**src/rtl/spi_pkg.sv**
```systemverilog
// Shared definitions for the SPI byte physical layer.
package spi_pkg;

   localparam int unsigned SPI_BYTE_W = 8;
   localparam logic [SPI_BYTE_W-1:0] SPI_FILL_BYTE = 8'h00;

   typedef enum logic {
      StIdle,
      StActive
   } spi_phy_state_e;

endpackage

```
**src/rtl/spi_byte_phy_if.sv**
```systemverilog
// Byte handshake between the SPI PHY and the downstream SPI-to-Wishbone stage.
interface spi_byte_phy_if;
   import spi_pkg::*;

   logic [SPI_BYTE_W-1:0] rx_data;
   logic                  rx_stb;
   logic [SPI_BYTE_W-1:0] tx_data;
   logic                  tx_stb;
   logic                  tx_underrun;

   modport master (
      output rx_data,
      output rx_stb,
      output tx_underrun,
      input  tx_data,
      input  tx_stb
   );

   modport slave (
      input  rx_data,
      input  rx_stb,
      input  tx_underrun,
      output tx_data,
      output tx_stb
   );

endinterface

```
**src/rtl/spi_sync.sv**
```systemverilog
// Multi-bit, multi-stage flop synchroniser with a configurable reset level.
module spi_sync #(
   parameter int unsigned     WIDTH     = 1,
   parameter int unsigned     DEPTH     = 2,
   parameter logic [WIDTH-1:0] RESET_VAL = '0
) (
   input  logic             clk,
   input  logic             rst_n,
   input  logic [WIDTH-1:0] d,
   output logic [WIDTH-1:0] q
);

   logic [DEPTH-1:0][WIDTH-1:0] stages_q;

   always_ff @(posedge clk or negedge rst_n) begin
      if (!rst_n) begin
         stages_q <= {DEPTH{RESET_VAL}};
      end else begin
         stages_q <= {stages_q[DEPTH-2:0], d};
      end
   end

   assign q = stages_q[DEPTH-1];

endmodule

```
**src/rtl/spi_byte_phy.sv**
```systemverilog
// SPI mode 0 peripheral PHY: oversampled pins, MSB-first byte deserialiser and
// serialiser with a one-byte transmit holding register.
module spi_byte_phy
   import spi_pkg::*;
#(
   parameter int unsigned           SYNC_STAGES = 2,
   parameter logic [SPI_BYTE_W-1:0] FILL_BYTE   = SPI_FILL_BYTE
) (
   input  logic           clk,
   input  logic           rst_n,
   input  logic           spi_sck,
   input  logic           spi_csn,
   input  logic           spi_sdi,
   output logic           spi_sdo,
   output logic           spi_sdo_oe,
   spi_byte_phy_if.master byte_if
);

   logic [2:0] pins_s;
   logic       sck_s, csn_s, sdi_s;
   logic       sck_q, csn_q;
   logic       sck_rise, sck_fall, cs_start, cs_end;

   spi_phy_state_e        state_q, state_d;
   logic [2:0]            bit_cnt_q, bit_cnt_d;
   logic [SPI_BYTE_W-1:0] shift_in_q, shift_in_d;
   logic [SPI_BYTE_W-1:0] shift_out_q, shift_out_d;
   logic [SPI_BYTE_W-1:0] tx_next_q, tx_next_d;
   logic                  tx_valid_q, tx_valid_d;
   logic                  rx_pend_q, rx_pend_d;
   logic [SPI_BYTE_W-1:0] rx_data_q, rx_data_d;
   logic                  rx_stb_q, rx_stb_d;
   logic                  underrun_q, underrun_d;

   // Idle levels: sdi=0, csn=1, sck=0.
   spi_sync #(
      .WIDTH     (3),
      .DEPTH     (SYNC_STAGES),
      .RESET_VAL (3'b010)
   ) u_sync (
      .clk   (clk),
      .rst_n (rst_n),
      .d     ({spi_sdi, spi_csn, spi_sck}),
      .q     (pins_s)
   );

   assign sck_s = pins_s[0];
   assign csn_s = pins_s[1];
   assign sdi_s = pins_s[2];

   assign sck_rise = sck_s & ~sck_q;
   assign sck_fall = ~sck_s & sck_q;
   assign cs_start = ~csn_s & csn_q;
   assign cs_end   = csn_s & ~csn_q;

   always_comb begin
      state_d     = state_q;
      bit_cnt_d   = bit_cnt_q;
      shift_in_d  = shift_in_q;
      shift_out_d = shift_out_q;
      tx_next_d   = tx_next_q;
      tx_valid_d  = tx_valid_q;
      rx_pend_d   = 1'b0;
      rx_data_d   = rx_pend_q ? shift_in_q : rx_data_q;
      rx_stb_d    = rx_pend_q;
      underrun_d  = 1'b0;

      unique case (state_q)
         StIdle: begin
            if (cs_start) begin
               state_d     = StActive;
               bit_cnt_d   = '0;
               shift_out_d = FILL_BYTE;
               tx_valid_d  = 1'b0;
            end
         end
         StActive: begin
            if (cs_end) begin
               state_d    = StIdle;
               bit_cnt_d  = '0;
               tx_valid_d = 1'b0;
            end else begin
               if (byte_if.tx_stb) begin
                  tx_next_d  = byte_if.tx_data;
                  tx_valid_d = 1'b1;
               end
               if (sck_rise) begin
                  shift_in_d = {shift_in_q[SPI_BYTE_W-2:0], sdi_s};
                  bit_cnt_d  = bit_cnt_q + 3'd1;
                  rx_pend_d  = (bit_cnt_q == 3'd7);
               end
               if (sck_fall) begin
                  if (bit_cnt_q != 3'd0) begin
                     shift_out_d = {shift_out_q[SPI_BYTE_W-2:0], 1'b0};
                  end else begin
                     // A strobe arriving on the boundary cycle is sent directly.
                     if (byte_if.tx_stb) begin
                        shift_out_d = byte_if.tx_data;
                     end else if (tx_valid_q) begin
                        shift_out_d = tx_next_q;
                     end else begin
                        shift_out_d = FILL_BYTE;
                        underrun_d  = 1'b1;
                     end
                     tx_valid_d = 1'b0;
                  end
               end
            end
         end
      endcase
   end

   always_ff @(posedge clk or negedge rst_n) begin
      if (!rst_n) begin
         sck_q       <= 1'b0;
         csn_q       <= 1'b1;
         state_q     <= StIdle;
         bit_cnt_q   <= '0;
         shift_in_q  <= '0;
         shift_out_q <= FILL_BYTE;
         tx_next_q   <= FILL_BYTE;
         tx_valid_q  <= 1'b0;
         rx_pend_q   <= 1'b0;
         rx_data_q   <= '0;
         rx_stb_q    <= 1'b0;
         underrun_q  <= 1'b0;
      end else begin
         sck_q       <= sck_s;
         csn_q       <= csn_s;
         state_q     <= state_d;
         bit_cnt_q   <= bit_cnt_d;
         shift_in_q  <= shift_in_d;
         shift_out_q <= shift_out_d;
         tx_next_q   <= tx_next_d;
         tx_valid_q  <= tx_valid_d;
         rx_pend_q   <= rx_pend_d;
         rx_data_q   <= rx_data_d;
         rx_stb_q    <= rx_stb_d;
         underrun_q  <= underrun_d;
      end
   end

   assign spi_sdo_oe          = (state_q == StActive);
   assign spi_sdo             = (state_q == StActive) & shift_out_q[SPI_BYTE_W-1];
   assign byte_if.rx_data     = rx_data_q;
   assign byte_if.rx_stb      = rx_stb_q;
   assign byte_if.tx_underrun = underrun_q;

endmodule

```
**src/flat_wrapper.sv**
```systemverilog
// flat-port wrapper written by rule: the top's interface ports become plain ports
module spi_byte_phy_flat import spi_pkg::*;
#(
   parameter int unsigned           SYNC_STAGES = 2,
   parameter logic [SPI_BYTE_W-1:0] FILL_BYTE   = SPI_FILL_BYTE
)
  (clk, rst_n, spi_sck, spi_csn, spi_sdi, spi_sdo, spi_sdo_oe, byte_if_rx_data, byte_if_rx_stb, byte_if_tx_underrun, byte_if_tx_data, byte_if_tx_stb);
  spi_byte_phy_if byte_if_i ();
  input  logic clk;
  input  logic rst_n;
  input  logic spi_sck;
  input  logic spi_csn;
  input  logic spi_sdi;
  output logic spi_sdo;
  output logic spi_sdo_oe;
  output wire logic [$bits(byte_if_i.rx_data)-1:0] byte_if_rx_data;
  output wire logic [$bits(byte_if_i.rx_stb)-1:0] byte_if_rx_stb;
  output wire logic [$bits(byte_if_i.tx_underrun)-1:0] byte_if_tx_underrun;
  input wire logic [$bits(byte_if_i.tx_data)-1:0] byte_if_tx_data;
  input wire logic [$bits(byte_if_i.tx_stb)-1:0] byte_if_tx_stb;
  assign byte_if_rx_data = byte_if_i.rx_data;
  assign byte_if_rx_stb = byte_if_i.rx_stb;
  assign byte_if_tx_underrun = byte_if_i.tx_underrun;
  assign byte_if_i.tx_data = byte_if_tx_data;
  assign byte_if_i.tx_stb = byte_if_tx_stb;
  spi_byte_phy #(.SYNC_STAGES(SYNC_STAGES), .FILL_BYTE(FILL_BYTE)) u_core (.clk(clk), .rst_n(rst_n), .spi_sck(spi_sck), .spi_csn(spi_csn), .spi_sdi(spi_sdi), .spi_sdo(spi_sdo), .spi_sdo_oe(spi_sdo_oe), .byte_if(byte_if_i));
endmodule
```
**config.mk**
```make
export PLATFORM = sky130hd
export DESIGN_NAME = spi_byte_phy_flat
export DESIGN_NICKNAME = d
export VERILOG_FILES = /design/src/rtl/spi_pkg.sv /design/src/rtl/spi_byte_phy_if.sv /design/src/rtl/spi_sync.sv /design/src/rtl/spi_byte_phy.sv /design/src/flat_wrapper.sv
export SDC_FILE = /design/constraint.sdc
export NUM_CORES = 1
export LEC_CHECK = 0
export CORE_MARGIN = 2
export CORE_UTILIZATION = 54
export CTS_CLUSTER_DIAMETER = 40
export CTS_CLUSTER_SIZE = 8
export DETAILED_ROUTE_END_ITERATION = 10
export PLACE_DENSITY = 0.78
export SLEW_MARGIN = 20
export SYNTH_ARGS = -nofsm -noshare
export SYNTH_HDL_FRONTEND = slang
export SYNTH_SLANG_ARGS = --single-unit
```
**constraint.sdc**
```tcl
create_clock -name clk -period 2.1 [get_ports clk]
set_clock_uncertainty 0.1 [all_clocks]
set_input_delay 0.42 -clock clk [delete_from_list [all_inputs] [get_ports clk]]
set_output_delay 0.42 -clock clk [all_outputs]
set_load 0.05 [all_outputs]
```
Yosys cells after proc, flatten, opt, wreduce, memory -nomap -nowiden
Cells that the tools add are included.
Cells by class
  bitwise logic cells: 11
  add/sub/neg operators: 1
  equality and inequality tests: 5
  muxes and demuxes: 29
  reductions and logical operators: 5
Operator list (number)
  $mux 8: 6
  $mux 1: 16
  $pmux 8 s2: 1
  $mux 3: 3
  $reduce_and 3->1: 3
  $not 1->1: 6
  $pmux 3 s2: 1
  $and 1x1->1: 5
  $ne 2x1->1 const B: 2
  $pmux 1 s2: 2
  $add 3x1->3 const B: 1
  $eq 3x3->1 const B: 1
  $ne 3x1->1 const B: 1
  $reduce_bool 3->1: 1
  $ne 2x2->1 const B: 1
  $reduce_and 2->1: 1
Storage, ports and cells
  output and inout bits: 12
  bits in registers: 48

Longest topological paths before layout
Gate-level depths: netlist of the first run.
  word-level depth: 6
  depth in mapped cells: 6
  gate-level depth less buffers: 5

Hierarchy
Synthesis of the first run repeated with hierarchy kept, for this count alone.
Second synthesis, totals
  cell total of the unflattened synthesis: 146
  area total of the unflattened synthesis: 2085.8 um2
By module, submodules not included
  spi_byte_phy: cells each 137, instances 1, area each 1910.6 um2
  spi_sync: cells each 9, instances 1, area each 175.2 um2

Worst setup path before layout of the first run
No wires, ideal clock.
  path type: reg-to-output
  start: register u_core.state_q, in the netlist u_core.spi_sdo_oe
  end: output port spi_sdo
  data required time: 1580 ps
  arrival: 1281 ps
  buffers on the path: 1
  path slack: 299 ps
  cell stages (with the launch flop): 3
  cells stage by stage: dfrtp_1 -> buf_6 -> and2_1
Between the ends
  cells in the longest elaborated chain, start to end: 1
RTL lines
  start, declared: line spi_byte_phy.sv:24  | spi_phy_state_e state_q, state_d;
  start signal, assigned: line spi_byte_phy.sv:117  | state_q <= StIdle;
  start signal, assigned: line spi_byte_phy.sv:130  | state_q <= state_d;
  $and 1x1->1: line spi_byte_phy.sv:144  | assign spi_sdo = (state_q == StActive) & shift_out_q[SPI_BYTE_W-1];
  end, declared: line flat_wrapper.sv:14  | output logic spi_sdo;
No other way between the ends.

Worst setup path after layout of the first run
  start: register u_core.rx_data_q[6], in the netlist u_core.byte_if.rx_data[6]
  end: output port byte_if_rx_data[6]
RTL lines
  start, declared: line spi_byte_phy.sv:31  | logic [SPI_BYTE_W-1:0] rx_data_q, rx_data_d;
  start signal, assigned: line spi_byte_phy.sv:137  | rx_data_q <= rx_data_d;
  end, declared: line flat_wrapper.sv:16  | output wire logic [$bits(byte_if_i.rx_data)-1:0] byte_if_rx_data;
No word-level cell between the ends.

==> impl_metrics.json, run 1 <==
{
  "power.ir.vdd_worst_mv": 0.5078,
  "arrival_ns": 1.48,
  "place.gp.congestion": 0.7932,
  "path_clk_slew_ns": 0.08,
  "maximum_number_of_pins_on_one_net_before_global_route_repair": 29,
  "critical_path.max_fanout": 2,
  "synthFlopType": "sky130_fd_sc_hd__dfrtp_1",
  "grt_first_pass_wirelength_um": 5858,
  "syn-num-nets": 157,
  "slew_viols_final": 0,
  "rr_worst_depth": 3,
  "place_ws_ns": 0.2393,
  "reg2reg_capture_point": "u_core.shift_in_q[6]",
  "yosys.area.top_type": "sky130_fd_sc_hd__dfrtp_1",
  "worst_slack_ns": 0.1026,
  "maxCapViolations": 0,
  "globalRoute.busiestLayer": "met2",
  "synth_cell_types": 32,
  "clk_root_buffer_cell": "sky130_fd_sc_hd__clkbuf_8",
  "synthTopCellsByCount": "sky130_fd_sc_hd__dfrtp_1, sky130_fd_sc_hd__mux2_2, sky130_fd_sc_hd__a32o_1, sky130_fd_sc_hd__inv_1, sky130_fd_sc_hd__a221o_1",
  "die-width_um": 65.50,
  "nets": 185,
  "route.antenna.remaining_nets": 0,
  "timing.critical_path.max_delay_family": "buffers and inverters",
  "setup-violations-final": 0,
  "first_global_vias": 1250,
  "port-buffer-count": 25,
  "period_share": 0.9512,
  "drc": 0,
  "holdCritStartpoint": "u_core.u_sync.stages_q[2]",
  "fp-row-count": 22,
  "worst_ep_required_time_ns": 1.58,
  "worstPathCellList": "clkdlybuf4s50_1",
  "clock_latency_ns": 0.30,
  "synth-seq-cells": 48,
  "layout-area-overhead-vs-synth_pct": 19.24,
  "fin_tns_setup_ns": 0,
  "post_synth_instance_area_um2": 2042,
  "worstMarginPinSlew_ns": 0.5271,
  "timing_worst_setup_path_type": "flop to output port",
  "ctsHtreeMaxLevel": 2,
  "yosysMostFrequentCell": "sky130_fd_sc_hd__dfrtp_1",
  "critical_path.slowest_cell": "sky130_fd_sc_hd__clkdlybuf4s50_1",
  "first_pass_iters": 4,
  "finalCriticalPeriod_ns": 1.997,
  "timing.slew.headroom": 0.6479,
  "initial_utilization": 0.5578,
  "synthTopCellsByArea": "sky130_fd_sc_hd__dfrtp_1, sky130_fd_sc_hd__mux2_2, sky130_fd_sc_hd__a32o_1",
  "detailedRoute.firstIterationViolations": 75,
  "unrepaired_setup_endpoints_after_global_routing": "false",
  "met1_usage": 0.2307,
  "core_um2": 3661,
  "grt_overflow": 0,
  "status": "complete, no violations",
  "globalRouteMet3Util": 0.05479,
  "cts_sinks": 48,
  "post_synth_inst_count": 140,
  "synth_sequential_area_ratio": 0.5901,
  "synth-warning-count": 0,
  "cts_tree": "yes",
  "setup.worst_path.start_class": "flop",
  "post_route_cells_drive_above_1_share": 0.2840,
  "hpwl_um": 2410,
  "detail_route.wirelength_um": 3441,
  "globalRouteMet2Util": 0.3010,
  "timing.fmax_mhz": 500.6,
  "timing.hold.worst.class": "flop to flop",
  "via_count": 1222,
  "antenna_found_initial": 0,
  "async_reset_ff_frac": 1.000,
  "min_to": "u_core.u_sync.q[2]",
  "avg_synthesized_cell_area_um2": 14.59,
  "vias_per_cell": 5.631,
  "cts_setup_buffers": 0,
  "num_io_pins": 26,
  "tritoncts.num_buffers": 5,
  "track_usage": 0.1839,
  "min_path_cells": 0,
  "setup.reg_to_reg.worst_slack_ns": 0.32,
  "synth-edff-count": 0,
  "cp.buffers_inverters": 1,
  "synth.top_cell.area_share": 0.5515,
  "cellLeakagePower_nw": 1.085,
  "critical_r2r_launch": "u_core.csn_q",
  "wire_per_inst_um": 15.86,
  "worst_path_largest_cell_delay_ns": 0.81,
  "report.final.hold_viol_count": 0,
  "die_footprint_um2": 4290,
  "cts.path.max_buffers": 2,
  "powerDensity_nw_per_um2": 906.4,
  "num_antenna_cells": 0,
  "setup.worst_path.end_class": "output port",
  "fp.dieH_um": 65.50
}
[sequential cells by signal (all words and copies together), names as in the netlist]
signal                      flops
u_core.rx_pend_q                1
u_core.byte_if.rx_data          8
u_core.u_sync.q                 3
u_core.shift_in_q               8
u_core.spi_sdo_oe               1
u_core.bit_cnt_q                3
u_core.csn_q                    1
u_core.tx_next_q                8
u_core.u_sync.stages_q          3
u_core.byte_if.tx_underrun      1
u_core.tx_valid_q               1
u_core.byte_if.rx_stb           1
u_core.sck_q                    1
u_core.shift_out_q              8
[logic make-up (layout without fill, tap and decap cells)]
kind of cell / count (synthesis) / count (layout) / share of synthesized area
flip-flops: 48 / 48 / 0.5901
multiplexers: 25 / 25 / 0.1415
AO/OA/AOI/OAI: 24 / 24 / 0.1109
AND/OR/NAND/NOR: 24 / 24 / 0.09008
buffers and inverters: 16 / 45 / 0.04901
adder cells (fa/ha/maj): 3 / 3 / 0.01838
[worst reg2reg max path: cells and delay by family, from the launching register on]
kind,cells,cell delay (ns)
AND/OR/NAND/NOR,2,0.64
multiplexers,1,0.38
flip-flops,1,0.55
[what timing repair did]
item / CTS / global route
hold buffers: 1 / 0
gates resized for setup: 0 / 0
hold endpoints to repair: 17 / 0
[cell usage in the layout, fill, tap and decap left out, drive strengths merged, types with 4 or more instances in the layout]
cell type,netlist,layout
dfrtp,45,45
clkbuf,2,6
clkdlybuf4s50,0,22
buf,6,6
a221o,7,7
a32o,8,8
or2b,6,6
mux2,25,25
inv,8,8
nand2b,4,4
[cell type report]
class | count | area [um^2]
Clock buffer | 6 | 82.58
Clock inverter | 2 | 10.01
Fill cell | 282 | 1226
Inverter | 8 | 30.03
Multi-Input combinational cell | 76 | 737.0
Sequential cell | 48 | 1205
Tap cell | 48 | 60.06
Timing Repair Buffer | 29 | 310.3
[metrics by stage]
| step | hold slack [ns] | cells | utilization | power [mW] | area (um^2) |
|---|---|---|---|---|---|
| 2_1_floorplan | 0.02441 | 140 | - | 1.528 | 2042 |
| 4_1_cts | 0.2561 | 217 | 0.6651 | 2.235 | 2435 |
| 6_report | 0.2530 | 217 | 0.6651 | 2.207 | 2435 |
| 3_5_place_dp | 0.2370 | 208 | 0.6370 | 1.675 | 2332 |
| 5_1_grt | 0.2626 | 217 | 0.6651 | 2.333 | 2435 |
| 3_3_place_gp | 0.2320 | 208 | 0.6370 | 1.638 | 2332 |
[routing by layer]
metal  up-vias  wire [um]
met4         0         52
li1        562          -
met1       621       1471
met5         -          0
met2        33       1748
met3         6        168
[where the power goes]
part           switching (mW)  internal, mW
sequential              0.106          1.09
combinational           0.199         0.258
clock                   0.294         0.263
total                   0.598          1.61
[worst max-delay path by stage]
stage                              startpoint               endpoint  slack [ns]  cells past startpoint
detailed placement             byte_if_tx_stb    u_core.tx_next_q[2]        0.24                      4
global placement               byte_if_tx_stb  u_core.shift_out_q[5]        0.27                      4
finish              u_core.byte_if.rx_data[6]     byte_if_rx_data[6]        0.10                      1
global route        u_core.byte_if.rx_data[3]     byte_if_rx_data[3]        0.06                      1
CTS                 u_core.byte_if.rx_data[6]     byte_if_rx_data[6]        0.09                      1
floorplan                   u_core.spi_sdo_oe                spi_sdo        0.30                      2
Power figures use the tool's default switching activity.
==> inputs of run 2 (changes only) <==
--- a/config.mk
+++ b/config.mk
@@ -5,6 +5,7 @@
 export SDC_FILE = /design/constraint.sdc
 export NUM_CORES = 1
 export LEC_CHECK = 0
+export CAP_MARGIN = 20
 export CORE_MARGIN = 2
 export CORE_UTILIZATION = 54
 export CTS_CLUSTER_DIAMETER = 40
==> results of run 2 <==
The final DEF is identical to that of run 1; final timing and power are the same.
==> inputs of run 3 (changes only) <==
--- a/config.mk
+++ b/config.mk
@@ -12,7 +12,7 @@
 export CTS_CLUSTER_SIZE = 8
 export DETAILED_ROUTE_END_ITERATION = 10
 export PLACE_DENSITY = 0.78
-export SLEW_MARGIN = 20
+export SLEW_MARGIN = 10
 export SYNTH_ARGS = -nofsm -noshare
 export SYNTH_HDL_FRONTEND = slang
 export SYNTH_SLANG_ARGS = --single-unit
==> results of run 3 <==
The final DEF is identical to that of run 1; final timing and power are the same.
